### config.mk
export PLATFORM = sky130hd
export DESIGN_NAME = axi_b_reorder_flat
export DESIGN_NICKNAME = d
export VERILOG_FILES = /design/src/rtl/axi_b_reorder_pkg.sv /design/src/rtl/axi_b_reorder_if.sv /design/src/rtl/axi_b_reorder_slots.sv /design/src/rtl/axi_b_reorder.sv /design/src/flat_wrapper.sv
export SDC_FILE = /design/constraint.sdc
export NUM_CORES = 1
export LEC_CHECK = 0
export CAP_MARGIN = 0
export CORE_ASPECT_RATIO = 0.9
export CORE_MARGIN = 2
export CORE_UTILIZATION = 56
export CTS_BUF_LIST = sky130_fd_sc_hd__clkbuf_8
export CTS_CLUSTER_SIZE = 30
export DETAILED_ROUTE_END_ITERATION = 10
export GPL_TIMING_DRIVEN = 1
export HOLD_SLACK_MARGIN = 0.05
export PLACE_DENSITY = 0.83
export SLEW_MARGIN = 20
export SYNTH_ARGS = -nofsm -noshare
export SYNTH_HDL_FRONTEND = slang
export SYNTH_SLANG_ARGS = --single-unit
### constraint.sdc
create_clock -name clk_i -period 3.3 [get_ports clk_i]
set_clock_uncertainty 0.2 [all_clocks]
set_input_delay 0.66 -clock clk_i [delete_from_list [all_inputs] [get_ports clk_i]]
set_output_delay 0.66 -clock clk_i [all_outputs]
set_load 0.1 [all_outputs]
### src/rtl/axi_b_reorder_pkg.sv
// Shared constants, prefix-width rule and error causes for the B reorder block.
// Latency: n/a (package only).
// Backpressure: n/a (package only).
package axi_b_reorder_pkg;

    localparam int unsigned RespWidth = 2;

    // A single prefix still needs one bit so the ID layout stays uniform.
    function automatic int unsigned prewidth(input int unsigned n);
        return (n <= 1) ? 1 : $clog2(n);
    endfunction

    typedef enum logic [1:0] {
        ERR_AW_PREFIX    = 2'd0,
        ERR_B_UNEXPECTED = 2'd1,
        ERR_B_COLLISION  = 2'd2
    } err_cause_e;

    localparam int unsigned NumErrCauses = 3;

endpackage

### src/rtl/axi_b_reorder_if.sv
// AW handshake plus B channel bundle between parallelizer, reorder block and controller.
// Latency: n/a (wires only).
// Backpressure: valid/ready on both AW and B.
interface axi_b_reorder_if
    import axi_b_reorder_pkg::*;
#(
    parameter int unsigned PreIdWidth = 2,
    parameter int unsigned IdWidth    = 8,
    parameter int unsigned UserWidth  = 1
);
    logic                  aw_valid;
    logic                  aw_ready;
    logic [PreIdWidth-1:0] aw_prefix;
    logic                  b_valid;
    logic                  b_ready;
    logic [IdWidth-1:0]    b_id;
    logic [RespWidth-1:0]  b_resp;
    logic [UserWidth-1:0]  b_user;

    modport master (
        output aw_valid, aw_prefix, b_ready,
        input  aw_ready, b_valid, b_id, b_resp, b_user
    );

    modport slave (
        input  aw_valid, aw_prefix, b_ready,
        output aw_ready, b_valid, b_id, b_resp, b_user
    );
endinterface

### src/rtl/axi_b_reorder_slots.sv
// Per-prefix B response store: indexed write, head read, per-slot valid set/clear.
// Latency: a write is visible on the read port the cycle after the write edge.
// Backpressure: none internally; callers gate writes with chk_vld.
module axi_b_reorder_slots #(
    parameter int unsigned NumSlots   = 4,
    parameter int unsigned IdxWidth   = 2,
    parameter int unsigned EntryWidth = 11
) (
    input  logic                  clk_i,
    input  logic                  rst_i,
    input  logic                  wr_en,
    input  logic [IdxWidth-1:0]   wr_idx,
    input  logic [EntryWidth-1:0] wr_dat,
    input  logic [IdxWidth-1:0]   chk_idx,
    output logic                  chk_vld,
    input  logic                  clr_en,
    input  logic [IdxWidth-1:0]   rd_idx,
    output logic                  rd_vld,
    output logic [EntryWidth-1:0] rd_dat
);

    logic [NumSlots-1:0]   slot_vld_q;
    logic [EntryWidth-1:0] slot_dat_q [NumSlots];

    function automatic logic in_range(input logic [IdxWidth-1:0] idx);
        return 32'(idx) < NumSlots;
    endfunction

    // Prefixes beyond the slot count read as occupied so they are never accepted.
    assign chk_vld = in_range(chk_idx) ? slot_vld_q[chk_idx] : 1'b1;
    assign rd_vld  = in_range(rd_idx) & slot_vld_q[rd_idx];
    assign rd_dat  = slot_dat_q[rd_idx];

    always_ff @(posedge clk_i) begin
        if (rst_i) begin
            slot_vld_q <= '0;
        end else begin
            for (int i = 0; i < NumSlots; i++) begin
                // A capture into the slot being released wins over the clear.
                if (wr_en && (wr_idx == IdxWidth'(i))) begin
                    slot_vld_q[i] <= 1'b1;
                    slot_dat_q[i] <= wr_dat;
                end else if (clr_en && (rd_idx == IdxWidth'(i))) begin
                    slot_vld_q[i] <= 1'b0;
                end
            end
        end
    end

endmodule

### src/rtl/axi_b_reorder.sv
// Caps outstanding writes at ParallelNum and returns B responses in AW issue order.
// Latency: AW is combinational pass-through; a captured B is released one cycle later at the earliest.
// Backpressure: AW stalls while full (unless the head B leaves that cycle); controller B stalls while its slot is occupied.
module axi_b_reorder
    import axi_b_reorder_pkg::*;
#(
    parameter int unsigned ParallelNum = 4,
    parameter int unsigned AxiIdWidth  = 6,
    parameter int unsigned UserWidth   = 1,
    localparam int unsigned PreIdWidth = prewidth(ParallelNum),
    localparam int unsigned IdWidth    = PreIdWidth + AxiIdWidth
) (
    input  logic             clk_i,
    input  logic             rst_i,
    axi_b_reorder_if.slave   slv,
    axi_b_reorder_if.master  mst,
    output logic             err_o
);

    typedef logic [PreIdWidth-1:0] preid_t;

    typedef struct packed {
        logic [IdWidth-1:0]   id;
        logic [RespWidth-1:0] resp;
        logic [UserWidth-1:0] user;
    } b_entry_t;

    localparam int unsigned        OccWidth   = $clog2(ParallelNum + 1);
    localparam int unsigned        EntryWidth = $bits(b_entry_t);
    localparam logic [OccWidth-1:0] OccMax    = OccWidth'(ParallelNum);
    localparam preid_t             PtrLast    = preid_t'(ParallelNum - 1);

    function automatic preid_t ptr_inc(input preid_t p);
        return (p == PtrLast) ? '0 : p + preid_t'(1);
    endfunction

    logic [OccWidth-1:0]     occ_q, occ_d;
    preid_t                  iss_ptr_q, iss_ptr_d;
    preid_t                  head_ptr_q, head_ptr_d;
    logic                    err_q, err_d;
    logic [NumErrCauses-1:0] err_cause;

    preid_t                  b_pfx;
    logic                    pfx_vld;
    logic                    head_vld;
    logic [EntryWidth-1:0]   head_dat;
    b_entry_t                head_entry;
    b_entry_t                cap_entry;
    logic                    full;
    logic                    aw_hs;
    logic                    cap_hs;
    logic                    rel_hs;

    assign b_pfx  = mst.b_id[IdWidth-1 -: PreIdWidth];
    assign rel_hs = head_vld & slv.b_ready & ~rst_i;

    // A slot freed by this cycle's release may be reissued in the same cycle.
    assign full = (occ_q == OccMax) & ~rel_hs;

    assign mst.aw_valid  = slv.aw_valid & ~full & ~rst_i;
    assign mst.aw_prefix = iss_ptr_q;
    assign slv.aw_ready  = mst.aw_ready & ~full & ~rst_i;
    assign aw_hs         = slv.aw_valid & mst.aw_ready & ~full & ~rst_i;

    assign mst.b_ready = ~pfx_vld & ~rst_i;
    assign cap_hs      = mst.b_valid & mst.b_ready;
    assign cap_entry   = '{id: mst.b_id, resp: mst.b_resp, user: mst.b_user};

    assign head_entry  = b_entry_t'(head_dat);
    assign slv.b_valid = head_vld & ~rst_i;
    assign slv.b_id    = head_entry.id;
    assign slv.b_resp  = head_entry.resp;
    assign slv.b_user  = head_entry.user;

    assign err_o = err_q & ~rst_i;

    axi_b_reorder_slots #(
        .NumSlots   (ParallelNum),
        .IdxWidth   (PreIdWidth),
        .EntryWidth (EntryWidth)
    ) i_slots (
        .clk_i   (clk_i),
        .rst_i   (rst_i),
        .wr_en   (cap_hs),
        .wr_idx  (b_pfx),
        .wr_dat  (cap_entry),
        .chk_idx (b_pfx),
        .chk_vld (pfx_vld),
        .clr_en  (rel_hs),
        .rd_idx  (head_ptr_q),
        .rd_vld  (head_vld),
        .rd_dat  (head_dat)
    );

    always_comb begin
        err_cause                   = '0;
        err_cause[ERR_AW_PREFIX]    = aw_hs & (slv.aw_prefix != iss_ptr_q);
        err_cause[ERR_B_UNEXPECTED] = cap_hs & (occ_q == '0);
        err_cause[ERR_B_COLLISION]  = cap_hs & rel_hs & (b_pfx == head_ptr_q);
    end

    always_comb begin
        occ_d      = occ_q;
        iss_ptr_d  = iss_ptr_q;
        head_ptr_d = head_ptr_q;
        err_d      = err_q | (|err_cause);

        if (aw_hs) iss_ptr_d = ptr_inc(iss_ptr_q);
        if (rel_hs) head_ptr_d = ptr_inc(head_ptr_q);

        // Releases of unexpected Bs (occ already 0) must not wrap the counter.
        case ({aw_hs, rel_hs})
            2'b10: occ_d = occ_q + OccWidth'(1);
            2'b01: if (occ_q != '0) occ_d = occ_q - OccWidth'(1);
            2'b11: if (occ_q == '0) occ_d = OccWidth'(1);
            default: ;
        endcase
    end

    always_ff @(posedge clk_i) begin
        if (rst_i) begin
            occ_q      <= '0;
            iss_ptr_q  <= '0;
            head_ptr_q <= '0;
            err_q      <= 1'b0;
        end else begin
            occ_q      <= occ_d;
            iss_ptr_q  <= iss_ptr_d;
            head_ptr_q <= head_ptr_d;
            err_q      <= err_d;
        end
    end

    a_err_sticky: assert property (@(posedge clk_i) disable iff (rst_i) (|err_cause) |=> err_q);
    a_occ_range:  assert property (@(posedge clk_i) disable iff (rst_i) occ_q <= OccMax);
    a_head_range: assert property (@(posedge clk_i) disable iff (rst_i) head_ptr_q <= PtrLast);

endmodule

### src/flat_wrapper.sv
// flat-port wrapper written by rule: the top's interface ports become plain ports
module axi_b_reorder_flat import axi_b_reorder_pkg::*;
#(
    parameter int unsigned ParallelNum = 4,
    parameter int unsigned AxiIdWidth  = 6,
    parameter int unsigned UserWidth   = 1,
    localparam int unsigned PreIdWidth = prewidth(ParallelNum),
    localparam int unsigned IdWidth    = PreIdWidth + AxiIdWidth
)
  (clk_i, rst_i, err_o, slv_aw_valid, slv_aw_prefix, slv_b_ready, slv_aw_ready, slv_b_valid, slv_b_id, slv_b_resp, slv_b_user, mst_aw_valid, mst_aw_prefix, mst_b_ready, mst_aw_ready, mst_b_valid, mst_b_id, mst_b_resp, mst_b_user);
  axi_b_reorder_if #(.PreIdWidth((prewidth(ParallelNum))), .IdWidth(((prewidth(ParallelNum)) + AxiIdWidth)), .UserWidth(UserWidth)) slv_i ();
  axi_b_reorder_if #(.PreIdWidth((prewidth(ParallelNum))), .IdWidth(((prewidth(ParallelNum)) + AxiIdWidth)), .UserWidth(UserWidth)) mst_i ();
  input  logic clk_i;
  input  logic rst_i;
  output logic err_o;
  input wire logic [$bits(slv_i.aw_valid)-1:0] slv_aw_valid;
  input wire logic [$bits(slv_i.aw_prefix)-1:0] slv_aw_prefix;
  input wire logic [$bits(slv_i.b_ready)-1:0] slv_b_ready;
  output wire logic [$bits(slv_i.aw_ready)-1:0] slv_aw_ready;
  output wire logic [$bits(slv_i.b_valid)-1:0] slv_b_valid;
  output wire logic [$bits(slv_i.b_id)-1:0] slv_b_id;
  output wire logic [$bits(slv_i.b_resp)-1:0] slv_b_resp;
  output wire logic [$bits(slv_i.b_user)-1:0] slv_b_user;
  output wire logic [$bits(mst_i.aw_valid)-1:0] mst_aw_valid;
  output wire logic [$bits(mst_i.aw_prefix)-1:0] mst_aw_prefix;
  output wire logic [$bits(mst_i.b_ready)-1:0] mst_b_ready;
  input wire logic [$bits(mst_i.aw_ready)-1:0] mst_aw_ready;
  input wire logic [$bits(mst_i.b_valid)-1:0] mst_b_valid;
  input wire logic [$bits(mst_i.b_id)-1:0] mst_b_id;
  input wire logic [$bits(mst_i.b_resp)-1:0] mst_b_resp;
  input wire logic [$bits(mst_i.b_user)-1:0] mst_b_user;
  assign slv_i.aw_valid = slv_aw_valid;
  assign slv_i.aw_prefix = slv_aw_prefix;
  assign slv_i.b_ready = slv_b_ready;
  assign slv_aw_ready = slv_i.aw_ready;
  assign slv_b_valid = slv_i.b_valid;
  assign slv_b_id = slv_i.b_id;
  assign slv_b_resp = slv_i.b_resp;
  assign slv_b_user = slv_i.b_user;
  assign mst_aw_valid = mst_i.aw_valid;
  assign mst_aw_prefix = mst_i.aw_prefix;
  assign mst_b_ready = mst_i.b_ready;
  assign mst_i.aw_ready = mst_aw_ready;
  assign mst_i.b_valid = mst_b_valid;
  assign mst_i.b_id = mst_b_id;
  assign mst_i.b_resp = mst_b_resp;
  assign mst_i.b_user = mst_b_user;
  axi_b_reorder #(.ParallelNum(ParallelNum), .AxiIdWidth(AxiIdWidth), .UserWidth(UserWidth)) u_core (.clk_i(clk_i), .rst_i(rst_i), .slv(slv_i), .mst(mst_i), .err_o(err_o));
endmodule
# After elaboration in Yosys (flattened, before gate mapping)
# Memories as Yosys holds them, arrays and structs flattened. A register that Yosys moved wholly into a read port is not among the register bits.
# Cells that the tools add are included.
# op_classes
eq_ne	15
n_bitwise	23
mul	0
shift	0
n_reduce_logical	22
addsub	4
order_cmp	2
div	0
mux	40
# op_table
op	count
$mux 11	3
$reduce_or 11->1	3
$mux 1	25
$and 1x1->1	18
$eq 2x2->1 const B	7
$mux 2	7
$pmux 3 s3	1
$logic_and 1x1->1	8
$reduce_bool 2->1	4
$eq 2x1->1 const B	3
$lt 2x3->1 const B	2
$mux 3	2
$reduce_bool 3->1	2
$add 2x1->2 const B	2
$bmux 1 s2	2
$logic_not 2->1	2
$ne 2x1->1 const B	2
$not 1->1	4
$add 3x1->3 const B	1
$eq 3x3->1 const B	1
$logic_not 3->1	1
$reduce_and 3->1	1
$reduce_or 3->1	1
$sub 3x1->3 const B	1
3 further kinds	3
# word_totals
latchBits	0
output_inout_bits	18
elab_cells	115
memories	1
in_bits	19
ram_bits	44
register_bits	12
romBits	0
# mem_list
memory	words	width	rd	rd_clocked_by_memory_dff	write_ports	line_no	text
u_core.i_slots.slot_dat_q	4	11	1	1	1	axi_b_reorder_slots.sv:23	logic [EntryWidth-1:0] slot_dat_q [NumSlots];

# Depth between registers and ports, before layout
# Gate-level depths: netlist of the first run.
# depth
ltp_word	13
depth_mapped	8
depth_no_buf	7

# Cells and area by module
# A second synthesis of the first run with hierarchy kept.
# hier_totals
hier_cells	149
area_unflattened_um2	2441.1
# modules_own_cells
module	cells_each	n_inst	seq_area_each_um2	area_each_um2
axi_b_reorder_slots	78	1	1401.3	1864.3
axi_b_reorder	71	1	160.2	576.8

# Worst setup path before layout of the first run
# OpenSTA, ideal clock, no wires.
# synth_path
path_type	input-to-output
from	input port slv_b_ready
to	output port mst_aw_valid
t_required_ns	2.440
path_slack_ns	-0.230
path_buffers	2
path_stages	5
t_arrival_ns	2.670
path_cell_list	clkbuf_1 nand3_1 buf_4 o21a_1 nor2b_1
# synth_via
elab_chain_cells	7
# synth_lines
element	line_no	text
from (decl)	flat_wrapper.sv:18	input wire logic [$bits(slv_i.b_ready)-1:0] slv_b_ready;
$and 1x1->1 (2 in series)	axi_b_reorder.sv:55	assign rel_hs = head_vld & slv.b_ready & ~rst_i;
$not 1->1	axi_b_reorder.sv:58	assign full = (occ_q == OccMax) & ~rel_hs;
$and 1x1->1	axi_b_reorder.sv:58	
$not 1->1	axi_b_reorder.sv:60	assign mst.aw_valid = slv.aw_valid & ~full & ~rst_i;
$and 1x1->1 (2 in series)	axi_b_reorder.sv:60	
to (decl)	flat_wrapper.sv:24	output wire logic [$bits(mst_i.aw_valid)-1:0] mst_aw_valid;
# Every way passes these cells.

# Worst setup path in the final report of the first run
# layout_path
from	input port mst_b_id[7]
to	output port mst_b_ready
# layout_via
elab_chain_cells	4
# layout_lines
element	line_no	text
from (decl)	flat_wrapper.sv:29	input wire logic [$bits(mst_i.b_id)-1:0] mst_b_id;
$bmux 1 s2	axi_b_reorder_slots.sv:30	assign chk_vld = in_range(chk_idx) ? slot_vld_q[chk_idx] : 1'b1;
$mux 1 (implied by the code)	axi_b_reorder_slots.sv:30	
$not 1->1	axi_b_reorder.sv:65	assign mst.b_ready = ~pfx_vld & ~rst_i;
$and 1x1->1	axi_b_reorder.sv:65	
to (decl)	flat_wrapper.sv:26	output wire logic [$bits(mst_i.b_ready)-1:0] mst_b_ready;
# Every way passes these cells. The select of a mux whose other input is x is not followed.

==> implementation parameters, run 1 <==
Parameter                              Value

Run status
  Result of the run ... finished clean

Yosys
  Number of synthesized flops with an enable pin ... 44
  Count of synthesis-stage warnings from yosys ... 0
  Dominant register cell in the synthesized netlist ... sky130_fd_sc_hd__edfxtp_1
  Share of flip-flops with an asynchronous set or reset after synthesis ... 0%
  Flop and latch count out of synthesis ... 58
  Synth Cell Area ... 2482 µm²
  Post-Syn Nets ... 183
  Number of cells produced by synthesis ... 158
  Sequential element share of the synthesized area ... 64.52%
  Number of distinct library cells after synthesis ... 39
  Synthesized area per cell ... 15.71 µm²

Finish
  Signed area change from the synthesized netlist to the final layout ... 29.13%
  Commonest cells after routing, fill and taps aside ... sky130_fd_sc_hd__edfxtp_1 (44), sky130_fd_sc_hd__buf_4 (23), sky130_fd_sc_hd__clkdlybuf4s50_1 (18)
  Fraction of final layout cells sized beyond drive strength 1 ... 28.97%
  Most common cell after layout, fill and taps aside ... sky130_fd_sc_hd__edfxtp_1
  Count of inserted antenna diode cells ... 0
  Core occupancy in the finished layout ... 77.12%
  Number of nets at the end of the flow ... 234

Timing
  Maximum achievable frequency ... 330.8 MHz
  Worst setup margin ... 277.0 ps
  Setup violators final ... 0
  Unrepaired setup endpoints after global routing ... false
  Worst slew pin tran ... 627.3 ps
  Number of pins with negative max-slew slack in the final report ... 0
  Worst max-slew margin expressed relative to the limit ... 58.09%
  Fin Setup TNS ... 0 ps
  Final hold violation count ... 0
  Period utilisation layout ... 91.61%
  Post-layout minimum cycle time ... 3023 ps

Route
  Final ANT Viol Nets ... 0
  DRC violation count after routing ... 0
  Drt total wl ... 5120 µm
  Wire length per cell after detailed routing ... 18.69 µm
  Routed vias ... 1587
  Post-DR vias/cell ... 5.792
  Violation count after the first detailed-route iteration ... 86
  First drt pass iteration count ... 4

Placed design
  Post-placement worst setup slack ... 274.7 ps
  Port-buffer cells ... 36
  Detail Placement HPWL ... 3604 µm
  Final estimated routing congestion in global placement ... 0.8400

Die
  DIE AREA ... 4982 µm²
  Chip Height ... 67.16 µm
  Row count ... 22
  Horiz. Die Dim ... 74.18 µm
  Boundary pin count ... 37
  Core Footprint ... 4156 µm²
  Initial Utilization ... 59.72%

CTS
  CTS tree ... done
  Num Clock Sinks ... 58
  Clock network latency to the later pin of the worst-skew pair ... 330 ps
  Maximum number of buffers from clock root to sink ... 2
  Buffer type at the clock tree root ... sky130_fd_sc_hd__clkbuf_8
  Number of clock buffers inserted by TritonCTS ... 9
  Clock-pin slew on the worst setup and hold paths ... 60 ps
  Setup bufs post-CTS ... 0
  H-tree lvl count ... 3
  Total of cells resized after clock tree synthesis ... 0
  Number of hold buffers added after CTS ... 0

Worst hold path
  Start point of the worst min-delay path ... u_core.occ_q[1]$_SDFFE_PP0P_
  Worst hold-check path type ... reg2reg

Critical path
  Maximum fanout along the worst path ... 2
  Crit Path Class ... in2out
  Endpoint kind of the worst setup timing path ... output port
  CP arrival ... 2160 ps
  Required time of the worst setup path ... 2440 ps
  Startpoint type of the worst setup path ... primary input
  Start point of the critical path ... mst_b_id[7]
  Startpoint of the worst register-to-register path ... u_core.head_ptr_q[1]$_SDFFE_PP0P_

Run
  Max cap viols ... 0

Global route
  Antenna violations before repair ... 0
  All-layer global routing usage ... 24.07%
  Largest net degree at the start of global routing ... 14
  Total gr overflow ... 0
  Vias in the first global route ... 1667
  Wire length of the first global-routing pass ... 8321 µm

Pwr
  Maximum ir drop on the vdd rail ... 411.5 µV
  Power density normalized to cell area ... 526.7 nW/µm²
  Leakage power figure ... 1.102 nW
layer usage:
layer,wire length [µm],vias up,track usage (%)
met1,2046,807,27.81
met4,72,0,7.500
li1,-,718,-
met5,0,-,0
met3,240,9,8.507
met2,2760,53,42.19
final timing paths:
path	slack, ps	endpoint	depth (start not counted)
worst min-delay path	410	u_core.occ_q[1]$_SDFFE_PP0P_	2
worst max-delay path	280	mst_b_ready	4
worst max register to register	790	u_core.occ_q[2]$_SDFFE_PP0P_	7
worst min register to register	410	u_core.occ_q[1]$_SDFFE_PP0P_	2
flip-flops by register name, summed over array words and instances, names as in the netlist, named ones only:
signal	cells
u_core.mst.aw_prefix	2
u_core.i_slots.slot_vld_q	4
u_core.err_q	1
u_core.head_ptr_q	2
u_core.occ_q	3
u_core.i_slots.slot_dat_q	44
power breakdown:
group | total, W | internal, W | switching, W
registers | 0.000813 | 0.000803 | 0.00000975
clock network | 0.000679 | 0.000417 | 0.000262
logic | 0.000197 | 0.0000723 | 0.000124
cell families after synthesis:
group	after synthesis	share of synthesized area [%]
compound gates	23	7.158
xor+xnor	6	2.117
fa+ha+maj	6	3.327
buf+inv	16	2.923
flops	58	64.52
mux	15	12.70
simple gates	34	7.258
stage by stage:
step	instance area, µm²	instances	total power, W	hold slack (ps)
floorplan	2482	158	0.0009461	292.1
global placement	2997	258	0.001015	337.3
detailed placement	2997	258	0.001024	350.6
CTS	3206	274	0.001702	376.7
global route	3206	274	0.001750	401.2
finish	3206	274	0.001688	408.2
final cells by class:
class | instances | area (µm²)
fillers | 229 | 950.9
clock inverters | 7 | 85.08
repair buffers | 46 | 452.9
clock buffers | 9 | 123.9
inverters | 10 | 37.54
well taps | 60 | 75.07
flip-flops and latches | 58 | 1602
multi-input cells | 84 | 829.5
critical path, stage by stage:
cell and delay [ps]:
sky130_fd_sc_hd__clkdlybuf4s50_1 540, sky130_fd_sc_hd__mux4_2 540, sky130_fd_sc_hd__nor2_1 210, sky130_fd_sc_hd__buf_12 210
cell usage after synthesis, drive strengths merged (2+ instances only):
cell	count	share of area (%)
nand2	6	0.91
nor2b	6	1.5
inv	9	1.4
nor4	2	0.50
nor3	3	0.60
buf	3	0.96
o21ai	2	0.40
ha	5	2.5
o21a	5	1.5
xnor2	6	2.1
clkbuf	3	0.45
edfxtp	44	53
nor2	6	0.91
mux4	13	12
a31oi	3	0.76
mux2	2	0.91
o31a	2	0.71
dfxtp	14	11
a21oi	2	0.40
nor3b	2	0.60
nand3	5	1.0
No activity file was read; power rests on OpenSTA's default activity.
==> run 2: changes to the inputs <==
--- a/config.mk
+++ b/config.mk
@@ -8,13 +8,12 @@
 export CAP_MARGIN = 0
 export CORE_ASPECT_RATIO = 0.9
 export CORE_MARGIN = 2
-export CORE_UTILIZATION = 56
-export CTS_BUF_LIST = sky130_fd_sc_hd__clkbuf_8
+export CORE_UTILIZATION = 53
 export CTS_CLUSTER_SIZE = 30
 export DETAILED_ROUTE_END_ITERATION = 10
 export GPL_TIMING_DRIVEN = 1
 export HOLD_SLACK_MARGIN = 0.05
-export PLACE_DENSITY = 0.83
+export PLACE_DENSITY = 0.79
 export SLEW_MARGIN = 20
 export SYNTH_ARGS = -nofsm -noshare
 export SYNTH_HDL_FRONTEND = slang
==> run 2 against run 1 <==
Compared with the run above:
- worst hold slack worse by 44 ps
- combinational power barely moved
- clock power shrank 18%
- critical path depth is the same
- wire length down 7.4%
- sequential power about the same
- sequential share of layout area increased by 0.51 points
- die area grew 5.3%
- largest power group unchanged
==> implementation parameters, run 2 (synthesized netlist as in run 1, its figures left out) <==
Parameter                              Value

Global route
  Largest net degree at the start of global routing ... 14
  Wire length of the first global-routing pass ... 7493 µm
  All-layer global routing usage ... 19.94%
  Antenna violations before repair ... 0
  Vias in the first global route ... 1530
  Total gr overflow ... 0

Route
  Routed vias ... 1528
  Drt total wl ... 4741 µm
  Violation count after the first detailed-route iteration ... 90
  DRC violation count after routing ... 0
  Wire length per cell after detailed routing ... 17.12 µm
  Final ANT Viol Nets ... 0
  First drt pass iteration count ... 4
  Post-DR vias/cell ... 5.516

Run status
  Result of the run ... finished clean

Worst hold path
  Start point of the worst min-delay path ... u_core.i_slots.slot_vld_q[0]$_SDFFE_PP0P_
  Worst hold-check path type ... reg2reg
  Min-Delay Endpoint ... u_core.i_slots.slot_vld_q[0]$_SDFFE_PP0P_
  Worst hold stages ... 2

Finish
  Most flop-heavy register ... u_core.i_slots.slot_dat_q
  Signed area change from the synthesized netlist to the final layout ... 27.82%
  Non-filler instance count after layout ... 277
  Largest registers in the final layout ... u_core.i_slots.slot_dat_q x44, u_core.i_slots.slot_vld_q x4, u_core.occ_q x3
  Core occupancy in the finished layout ... 70.68%
  Number of flip-flops in the largest register ... 44
  Commonest cells after routing, fill and taps aside ... sky130_fd_sc_hd__edfxtp_1 (44), sky130_fd_sc_hd__buf_4 (24), sky130_fd_sc_hd__clkdlybuf4s50_1 (18)
  Fraction of final layout cells sized beyond drive strength 1 ... 29.77%
  Count of inserted antenna diode cells ... 0
  Number of nets at the end of the flow ... 235
  Most common cell after layout, fill and taps aside ... sky130_fd_sc_hd__edfxtp_1
  Final design instance area without fill ... 3173 µm²

Run
  Max cap viols ... 0

CTS
  CTS tree ... done
  Buffer type at the clock tree root ... sky130_fd_sc_hd__clkbuf_8
  H-tree lvl count ... 3
  Total of cells resized after clock tree synthesis ... 0
  Number of clock buffers inserted by TritonCTS ... 9
  Maximum number of buffers from clock root to sink ... 2
  Clock network latency to the later pin of the worst-skew pair ... 330 ps
  Number of hold buffers added after CTS ... 0
  Setup bufs post-CTS ... 0
  Clock-pin slew on the worst setup and hold paths ... 70 ps
  Num Clock Sinks ... 58

Critical path
  Maximum fanout along the worst path ... 2
  Worst r2r path cells ... 7
  Startpoint of the worst register-to-register path ... u_core.head_ptr_q[1]$_SDFFE_PP0P_
  Crit Path Class ... in2out
  Endpoint kind of the worst setup timing path ... output port
  Startpoint type of the worst setup path ... primary input
  Worst reg2reg path endpoint ... u_core.occ_q[2]$_SDFFE_PP0P_
  Required time of the worst setup path ... 2440 ps
  CP arrival ... 2130 ps
  Reg2reg setup slack ... 780 ps

Timing
  Worst max-slew margin expressed relative to the limit ... 63.20%
  Maximum achievable frequency ... 334.2 MHz
  Post-layout minimum cycle time ... 2992 ps
  Number of pins with negative max-slew slack in the final report ... 0
  Period utilisation layout ... 90.67%
  Setup violators final ... 0
  Worst hold margin ... 364.5 ps
  Worst slew pin tran ... 551.2 ps
  Final hold violation count ... 0
  Unrepaired setup endpoints after global routing ... false

Placed design
  Detail Placement HPWL ... 3208 µm
  Number of cells in the design after placement ... 261
  Instance area after placement ... 3002 µm²
  Final estimated routing congestion in global placement ... 0.9579
  Port-buffer cells ... 36

Die
  DIE AREA ... 5248 µm²
  Initial Utilization ... 55.30%
  Row count ... 23
  Boundary pin count ... 37
  Horiz. Die Dim ... 76.14 µm
  Chip Height ... 68.93 µm
  Core Footprint ... 4489 µm²

Pwr
  Power density normalized to cell area ... 493.3 nW/µm²
  Leakage power figure ... 1.081 nW
  Maximum ir drop on the vdd rail ... 323.8 µV
run 2: cell count changes in the layout (fill, tap and decap cells not counted), moves of 2 or more:
cell	before	now
sky130_fd_sc_hd__clkinvlp_4	0	2
sky130_fd_sc_hd__clkinv_2	1	3
sky130_fd_sc_hd__clkinv_1	3	1
sky130_fd_sc_hd__bufinv_16	2	0
run 2: layer usage:
| layer | GRT usage (%) | vias up | part of all wire [%] |
|---|---|---|---|
| met3 | 8.073 | 10 | 5.8 |
| li1 | - | 715 | - |
| met4 | 8.864 | 0 | 1.6 |
| met5 | 0 | - | 0 |
| met1 | 23.40 | 753 | 42 |
| met2 | 33.37 | 50 | 51 |
run 2: critical path, stage by stage:
cell                              delay, ps
sky130_fd_sc_hd__clkdlybuf4s50_1        540
sky130_fd_sc_hd__mux4_2                 540
sky130_fd_sc_hd__nor2_1                 190
sky130_fd_sc_hd__buf_12                 200
run 2: worst max-delay path by stage:
stage | endpoint | cells after the start | startpoint | slack [ps]
2_1_floorplan | mst_aw_valid | 5 | slv_b_ready | -230
3_3_place_gp | mst_b_ready | 4 | mst_b_id[7] | 330
5_1_grt | mst_b_ready | 4 | mst_b_id[7] | 250
6_report | mst_b_ready | 4 | mst_b_id[7] | 310
3_5_place_dp | mst_b_ready | 4 | mst_b_id[7] | 310
4_1_cts | mst_b_ready | 4 | mst_b_id[7] | 300
run 2: through the flow:
stage / TNS [ps] / power (W) / worst slack [ps]
detailed placement: 0 / 0.001021 / 309.4
global placement: 0 / 0.001015 / 329.5
CTS: 0 / 0.001577 / 300.0
global route: 0 / 0.001614 / 252.0
finish: 0 / 0.001565 / 307.7
floorplan: -460.5 / 0.0009461 / -230.2
run 2: power by group:
part           internal, W  total, W  switching [W]  leakage (nW)
registers         0.000803  0.000811     0.00000870         0.513
clock network     0.000288  0.000559       0.000270        0.0851
logic            0.0000727  0.000195       0.000122         0.483
run 2: final cells by class:
type | instances | area, µm²
multi-input combinational | 84 | 824.5
timing repair buffer | 47 | 460.4
inverter | 10 | 37.54
clock buffer | 11 | 141.4
tap | 62 | 77.57
sequential | 58 | 1602
fill | 312 | 1316
clock inverter | 5 | 30.03
